==> config.mk <==
export PLATFORM = sky130hd
export DESIGN_NAME = magic_ctrl
export DESIGN_NICKNAME = d
export VERILOG_FILES = /design/src/rtl/magic_ctrl_pkg.sv /design/src/rtl/magic_ctrl_cfg_regs.sv /design/src/rtl/magic_ctrl.sv
export SDC_FILE = /design/constraint.sdc
export NUM_CORES = 1
export LEC_CHECK = 0
export BUFFER_PORTS_ARGS = -buffer_cell sky130_fd_sc_hd__buf_4
export CAP_MARGIN = 20
export CORE_MARGIN = 2
export CORE_UTILIZATION = 38
export CTS_CLUSTER_DIAMETER = 200
export DETAILED_ROUTE_END_ITERATION = 7
export GPL_TIMING_DRIVEN = 0
export HOLD_SLACK_MARGIN = 0.08
export MAX_ROUTING_LAYER = met4
export PLACE_DENSITY_LB_ADDON = 0.2
export SLEW_MARGIN = 15
export SYNTH_ARGS = -nofsm -noshare
export SYNTH_HDL_FRONTEND = slang
export SYNTH_SLANG_ARGS = --single-unit
==> constraint.sdc <==
create_clock -name clk28 -period 2.2 [get_ports clk28]
set_input_delay 0.22 -clock clk28 [delete_from_list [all_inputs] [get_ports clk28]]
set_output_delay 0.22 -clock clk28 [all_outputs]
set_load 0.01 [all_outputs]
==> src/rtl/magic_ctrl_pkg.sv <==
// Shared types and constants for the magic-ROM controller.
package magic_ctrl_pkg;

    typedef enum logic [1:0] {
        CHECK = 2'd0,
        RUN   = 2'd1,
        UNMAP = 2'd2
    } magic_state_t;

    localparam logic [7:0] CFG_IDX_CAUSE = 8'hFE;
    localparam logic [7:0] CFG_IDX_TRIG  = 8'hFF;

endpackage

==> src/rtl/magic_ctrl_cfg_regs.sv <==
// Magic config register file: generic registers, W1C trigger cause and registered readback.
module magic_cfg_regs
    import magic_ctrl_pkg::*;
#(
    parameter int unsigned               NTRIG     = 2,
    parameter int unsigned               NREGS     = 16,
    parameter logic [NREGS*8-1:0]        CFG_RESET = '0
) (
    input  logic                  clk28,
    input  logic                  rst,
    input  logic                  cs,
    input  logic                  wr,
    input  logic                  rd,
    input  logic [7:0]            idx,
    input  logic [7:0]            wdata,
    input  logic [NTRIG-1:0]      trig,
    input  logic [NTRIG-1:0]      trig_set,
    input  logic                  cause_clr,
    output logic [NREGS*8-1:0]    cfg,
    output logic [NTRIG-1:0]      cause,
    output logic [7:0]            d_out,
    output logic                  d_out_active
);

    logic             rd_hit;
    logic [7:0]       rd_data;
    logic [NTRIG-1:0] w1c_mask;
    logic [NTRIG-1:0] cause_next;

    // Trigger bits are OR-ed in last so they survive both W1C and the exit clear.
    always_comb begin
        w1c_mask   = (cs && wr && idx == CFG_IDX_CAUSE) ? wdata[NTRIG-1:0] : '0;
        cause_next = ((cause_clr ? '0 : cause) & ~w1c_mask) | trig_set;
    end

    always_comb begin
        rd_hit  = 1'b0;
        rd_data = 8'h00;
        for (int i = 0; i < NREGS; i++) begin
            if (idx == 8'(i)) begin
                rd_hit  = 1'b1;
                rd_data = cfg[i*8 +: 8];
            end
        end
        if (idx == CFG_IDX_CAUSE) begin
            rd_hit  = 1'b1;
            rd_data = 8'(cause);
        end
        if (idx == CFG_IDX_TRIG) begin
            rd_hit  = 1'b1;
            rd_data = 8'(trig);
        end
    end

    always_ff @(posedge clk28) begin
        if (rst) begin
            cfg          <= CFG_RESET;
            cause        <= '0;
            d_out        <= 8'h00;
            d_out_active <= 1'b0;
        end else begin
            for (int i = 0; i < NREGS; i++) begin
                if (cs && wr && idx == 8'(i)) begin
                    cfg[i*8 +: 8] <= wdata;
                end
            end
            cause        <= cause_next;
            d_out_active <= cs && rd && rd_hit;
            d_out        <= (cs && rd && rd_hit) ? rd_data : 8'h00;
        end
    end

endmodule

==> src/rtl/magic_ctrl.sv <==
// Magic-ROM controller: NMI generation, ROM map/unmap sequencing and config port decode.
module magic_ctrl
    import magic_ctrl_pkg::*;
#(
    parameter int unsigned        NTRIG        = 2,
    parameter int unsigned        NREGS        = 16,
    parameter logic [NREGS*8-1:0] CFG_RESET    = '0,
    parameter logic [15:0]        VECTOR       = 16'h0066,
    parameter logic [15:0]        EXIT_ADDR    = 16'hF000,
    parameter logic [15:0]        REENTER_ADDR = 16'hF008,
    parameter logic [7:0]         SIGNATURE    = 8'hEB,
    parameter logic [7:0]         CFG_PORT     = 8'hFF
) (
    input  logic                  clk28,
    input  logic                  rst,
    input  logic [15:0]           bus_a,
    input  logic [7:0]            bus_d,
    input  logic                  bus_mreq,
    input  logic                  bus_ioreq,
    input  logic                  bus_rd,
    input  logic                  bus_wr,
    input  logic                  bus_m1,
    input  logic                  n_int,
    input  logic                  n_int_next,
    input  logic [NTRIG-1:0]      trig,
    output logic                  n_nmi,
    output logic                  magic_mode,
    output logic                  magic_map,
    output logic [NREGS*8-1:0]    cfg,
    output logic [NTRIG-1:0]      cause,
    output logic [7:0]            d_out,
    output logic                  d_out_active
);

    magic_state_t     state;
    logic             reading;
    logic             match;
    logic             remap_pending;

    logic             fire;
    logic             fetch;
    logic             exit_hit;
    logic             reenter_hit;
    logic             map_hit;
    logic             cs;
    logic [NTRIG-1:0] trig_set;

    always_comb begin
        fire        = n_int && !n_int_next && (|trig);
        fetch       = bus_mreq && bus_m1 && bus_rd;
        exit_hit    = (state == RUN) && magic_map && bus_mreq && bus_rd &&
                      (bus_a == EXIT_ADDR) && !remap_pending;
        reenter_hit = (state == RUN) && magic_map && bus_mreq && bus_rd &&
                      (bus_a == REENTER_ADDR);
        map_hit     = (state == RUN) && !magic_map && magic_mode && bus_m1 && bus_mreq &&
                      ((bus_a == VECTOR) || remap_pending);
        cs          = magic_map && bus_ioreq && (bus_a[7:0] == CFG_PORT);
        trig_set    = fire ? trig : '0;
    end

    always_ff @(posedge clk28) begin
        if (rst) begin
            state         <= CHECK;
            reading       <= 1'b0;
            match         <= 1'b0;
            remap_pending <= 1'b0;
            n_nmi         <= 1'b1;
            magic_mode    <= 1'b1;
            magic_map     <= 1'b1;
        end else begin
            case (state)
                CHECK: begin
                    if (!reading) begin
                        if (fetch) begin
                            match   <= (bus_d == SIGNATURE);
                            reading <= 1'b1;
                        end
                    end else if (!fetch) begin
                        reading    <= 1'b0;
                        magic_mode <= magic_mode && match;
                        magic_map  <= magic_map && match;
                        state      <= RUN;
                    end
                end
                RUN: begin
                    if (exit_hit) begin
                        magic_mode <= 1'b0;
                        state      <= UNMAP;
                    end else if (reenter_hit) begin
                        remap_pending <= 1'b1;
                        state         <= UNMAP;
                    end else if (map_hit) begin
                        magic_map     <= 1'b1;
                        n_nmi         <= 1'b1;
                        remap_pending <= 1'b0;
                        if (bus_a == VECTOR) begin
                            reading <= 1'b0;
                            state   <= CHECK;
                        end
                    end
                end
                UNMAP: begin
                    if (!bus_mreq) begin
                        magic_map <= 1'b0;
                        state     <= RUN;
                    end
                end
                default: state <= CHECK;
            endcase

            // A trigger overrides everything, including an exit in the same clock.
            if (fire) begin
                magic_mode <= 1'b1;
                if (!magic_mode || exit_hit) begin
                    n_nmi <= 1'b0;
                end
            end
        end
    end

    magic_cfg_regs #(
        .NTRIG     (NTRIG),
        .NREGS     (NREGS),
        .CFG_RESET (CFG_RESET)
    ) u_cfg_regs (
        .clk28        (clk28),
        .rst          (rst),
        .cs           (cs),
        .wr           (bus_wr),
        .rd           (bus_rd),
        .idx          (bus_a[15:8]),
        .wdata        (bus_d),
        .trig         (trig),
        .trig_set     (trig_set),
        .cause_clr    (exit_hit),
        .cfg          (cfg),
        .cause        (cause),
        .d_out        (d_out),
        .d_out_active (d_out_active)
    );

endmodule

Word level (Yosys, flattened, before mapping)

Cells that the tools add are included.

Flip-flop bits (word level): 147
Input port bits: 35
Output and inout port bits: 142

Equality and inequality tests: 34
Mux-type cells: 72
Bitwise operators: 6
Reductions and logical operators: 60

Operators with widths:

| kind                                                   | number |
|---|---|
| 2-to-1 mux 8 bit                                       | 16 |
| == test 8 x 4 -> 1 bit (second input constant)         | 8 |
| 2-to-1 mux 1 bit                                       | 40 |
| logical AND 1 bit                                      | 39 |
| == test 16 bit (second input constant)                 | 2 |
| == test 8 x 3 -> 1 bit (second input constant)         | 4 |
| == test 8 bit (second input constant)                  | 4 |
| 2-to-1 mux 2 bit                                       | 12 |
| == test 16 x 7 -> 1 bit (second input constant)        | 1 |
| == test 8 x 2 -> 1 bit (second input constant)         | 2 |
| inequality test 2 bit (second input constant)          | 7 |
| AND reduction 5 bit                                    | 2 |
| == test 8 x 1 -> 1 bit (second input constant)         | 1 |
| logical NOT 8 bit                                      | 1 |
| AND reduction 7 bit                                    | 1 |
| case mux 2 bit (3 select lines)                        | 1 |
| AND reduction 3 bit                                    | 2 |
| OR reduction 2 bit                                     | 3 |
| logical NOT 1 bit                                      | 4 |
| inequality test 4 x 3 -> 1 bit (second input constant) | 1 |
| inequality test 4 bit (second input constant)          | 1 |
| case mux 1 bit (2 select lines)                        | 2 |
| AND reduction 4 bit                                    | 1 |
| nonzero test 2 bit                                     | 2 |
| other kinds (12)                                       | 15 |

Longest topological paths before layout

Word-level depth: 22
Gate-level depth with buffers: 9
Depth with buffers taken out: 8

By module

Synthesis repeated with hierarchy kept, for this count alone.

Cells, all modules: 859
Area, all modules: 7238.2 µm²

By module, submodules not included:

| module         | instances | cells an instance | area an instance (µm²) | sequential area each (µm²) |
|---|---|---|---|---|
| magic_cfg_regs | 1         | 783               | 6601.3                 | 2782.7 |
| magic_ctrl     | 1         | 76                | 636.9                  | 160.2 |

Least setup slack after synthesis

Ideal clock, no wire load.

Path type: register -> register
Start: register state[1]
End: register state[0]
Arrival: 1.948 ns
Required time: 2.072 ns
Path slack: 0.124 ns
Stages on the path, launching flop included: 9
Period minus slack after synthesis: 2.076 ns
Cell sequence: dfxtp_1 -> inv_1 -> ha_1 -> nand2_1 -> or4_1 -> or4b_1 -> a31oi_1 -> mux2i_1 -> nor2_1

Word-level cells in the longest chain between the ends: 8

Ends and longest elaborated chain:

| what                                                                                    | RTL line                                             | RTL |
|---|---|---|
| from (decl)                                                                             | magic_ctrl.sv:35                                     | `magic_state_t state;` |
| from (signal assigned)                                                                  | magic_ctrl.sv:63                                     | `state <= CHECK;` |
| from (signal assigned)                                                                  | magic_ctrl.sv:82                                     | `state <= RUN;` |
| from (signal assigned)                                                                  | magic_ctrl.sv:88                                     | `state <= UNMAP;` |
| == test 2 x 1 -> 1 bit                                                                  | -                                                    |  |
| logical AND 1 bit (on tied branches) (4 in a row)                                       | magic_ctrl.sv:51, magic_ctrl.sv:53, magic_ctrl.sv:55 |  |
| logical AND 1 bit (tied with other cells)                                               | magic_ctrl.sv:52                                     | `(bus_a == EXIT_ADDR) && !remap_pending;` |
| inequality test 4 x 3 -> 1 bit (no line) (tied with other cells)                        | -                                                    |  |
| AND reduction 5 bit (no line) / case mux 2 bit (3 select lines) (equally long branches) | -                                                    |  |

Parallel ways exist; a longest one is shown, timed or not.
A chain may end at the register's enable or synchronous reset.

Final worst setup path

Ends and elaborated chain as after synthesis.

==> results by group <==
Status
  • Outcome: completed

Floorplanning
  • Core area: 17,900 um^2
  • Die height: about 140 um
  • Die width: 139 um
  • Die area: 19,300 um^2
  • Starting Density: around two fifths
  • Total I/O pin count: around 180
  • Row Count: 49

Synth
  • Top-count cell post-synth: nand2_1
  • Netlist cell types: between 50 and 60
  • Dominant synthesized flop cell: dfxtp_1
  • Avg Inst Size Synth: between 7 and 8 um^2
  • Synth area leader: dfxtp_1
  • Post-synth EDFFs: 0
  • Seq cells post-synth: ~150
  • Syn Nets: approximately 970
  • Cells after Synth: slightly above 900
  • Synth top area share: 42.4%
  • Largest cells by area after synthesis: dfxtp_1, nand2_1, a21oi_1
  • Async S/R FF share, synth: 0%
  • Synth cell count leaders: nand2_1, a21oi_1, dfxtp_1
  • Ys Warns: 0
  • Post-Syn Area: ~6900 um^2
  • Register area share after synthesis: around 42%

Global route
  • Largest net degree at the start of global routing: 17
  • Antenna violations before repair: 0
  • Number of global-route vias before repair: about 7,300
  • Global route total overflow: 0
  • Overall Global Routing Usage: around a third
  • Global-route wire length before repair: 45.3 mm

Detailed routing
  • DRT iter0 DRCs: between 700 and 800
  • Antenna Nets Post-Route: 0
  • Via count: between 7,000 and 8,000
  • Drt wl/cell: around 23 um
  • DR pass1 iterations: 8
  • Via density: between 5 and 6
  • Number of remaining DRC errors: 0
  • Post-Route WL: between 30 and 40 mm

Finish
  • Nets@finish: around 1,200
  • Area delta synth->final: 32.9%
  • Post-route cell area: 9210 um^2
  • Share of layout cells above drive strength 1: roughly a quarter
  • Ant. Diodes: 0

Timing
  • Final setup TNS: 0 ps
  • RSZ-0062 raised after global routing: true
  • Final setup fails: 0
  • Clock skew: slightly below 10 ps
  • Fin. max-slew vios: 0
  • FMAX: between 400 and 500 MHz
  • Relative slew slack: between 20% and 30%
  • Slew @ Worst Pin: around 1100 ps
  • Fin crit period: about 2200 ps
  • Period utilization: roughly 100%
  • Hold Vio Cnt, Final: 0

Power
  • Power Dens Cells: approximately 680 nW/um^2
  • Static leakage: approximately 0.0034 uW
  • Peak VDD IR: roughly 0.54 mV

Clocking
  • H-tree depth: 4
  • Clk pin slew, worst setup/hold paths: 60 ps
  • CTS Sinks: between 100 and 150
  • CTS max path bufs: 2
  • Clock root cell: clkbuf_16
  • Clk Latency, worst-skew pair: 430 ps
  • Clock tree from TritonCTS: built
  • Num CTS Buffers: 17

Critical path
  • Critical Path AT: 2480 ps
  • Req. time, crit path: around 2500 ps
  • Crit path kind: flip-flop to flip-flop
  • Setup crit end kind: flip-flop
  • Crit start category: flip-flop
  • Worst-path fanout max: 4

Flow run
  • Max_cap viols: 0

Place
  • Post-DP HPWL: roughly 22 mm
  • DP Area: approximately 8500 um^2
  • GPL Wtd Cong: 0.996
  • Buffers on Ports: approximately 170

Worst hold path
  • Hold Crit Class: input port to flip-flop
## final cells by class
type	count	area [um^2]
Fill cell	1802	8690
Multi-Input combinational cell	709	3790
Sequential cell	147	2950
Timing Repair Buffer	173	1300
Clock buffer	25	495
Tap cell	229	287
Buffer	58	249
Clock inverter	7	96.3
Inverter	10	41.3
## through the flow
stage	setup WS, ps	hold slack (ps)	std cells	utilization (%)	power (uW)
2_1_floorplan	124	353	926	-	3030
3_3_place_gp	-1020	456	1322	47.3	3260
3_5_place_dp	-952	459	1322	47.3	3260
6_report	7.40	85.3	1358	51.5	6220
4_1_cts	3.93	80.6	1354	51.0	6180
5_1_grt	-55.8	98.1	1358	51.5	6370
## metal layers
layer  GRT usage (%)  share of wire (%)
met5               -                  0
met1            43.6                 43
met2            46.2                 45
met4            10.8                3.0
met3            6.11                9.2
## registers in the layout, summed over array words and instances, names as in the netlist, 2 cells and up
signal,flops
u_cfg_regs.cfg,128
u_cfg_regs.d_out,8
state,2
u_cfg_regs.cause,2
## logic make-up after synthesis
group	count (synthesis)	synth area share, %
AOI/OAI and AO/OA	242	19.9
adders and majority gates	4	0.722
buffers and inverters	70	4.04
DFF	147	42.4
muxes	35	6.35
and+or+nand+nor	428	26.6
## where the power goes
part           total (uW)  switching (uW)  internal (uW)
combinational         556             380            176
sequential           2700            20.0           2680
clock                2970            1170           1790
## repair_timing
action / CTS / global route
setup buffers: 0 / 4
pin swaps: 1 / 3
hold buffers: 2 / 0
setup endpoints to repair: 140 / 41
hold endpoints to repair: 2 / 0
resized for setup: 21 / 17
## placed cells by master (no fill, tap or decap), types with 4 or more instances in the layout
cell type and count:
clkbuf_16 17, clkbuf_2 4, a221o_1 5, o221ai_1 4
and3_1 7, nand2b_1 9, clkinvlp_4 4, dfxtp_1 144
a21oi_1 152, nand2_1 299, mux2i_1 17, nand4_1 5
nor2_1 30, a31oi_1 6, o21ai_0 30, nor2_2 13
clkbuf_8 4, nor3_1 10, clkbuf_1 44, o22ai_1 7
buf_4 175, inv_1 7, buf_2 9, a21o_1 4
mux4_2 6, nand3_1 19, nor2b_1 4, a22oi_1 7
mux2_2 12
## final timing paths
kind                                          end                            start  cells past startpoint  slack (ps)
hold / removal         remap_pending$_SDFFE_PP0P_                         bus_a[3]                      3          90
setup / recovery            state[0]$_SDFFE_PP0P_            state[1]$_SDFFE_PP0P_                      8           7
hold reg to reg   u_cfg_regs.cfg[14]$_SDFFE_PP0P_  u_cfg_regs.cfg[14]$_SDFFE_PP0P_                      2         470
setup reg to reg            state[0]$_SDFFE_PP0P_            state[1]$_SDFFE_PP0P_                      8           7
## critical path, cell delays in order (launching register included)
cell and delay (ps):
dfxtp_2 330, inv_2 80, ha_4 160, nand2_2 50
or4_4 440, or4b_4 510, a31oi_4 200, mux2i_1 220
nor2_1 60
Note: power is estimated with default switching activity, not from simulation.
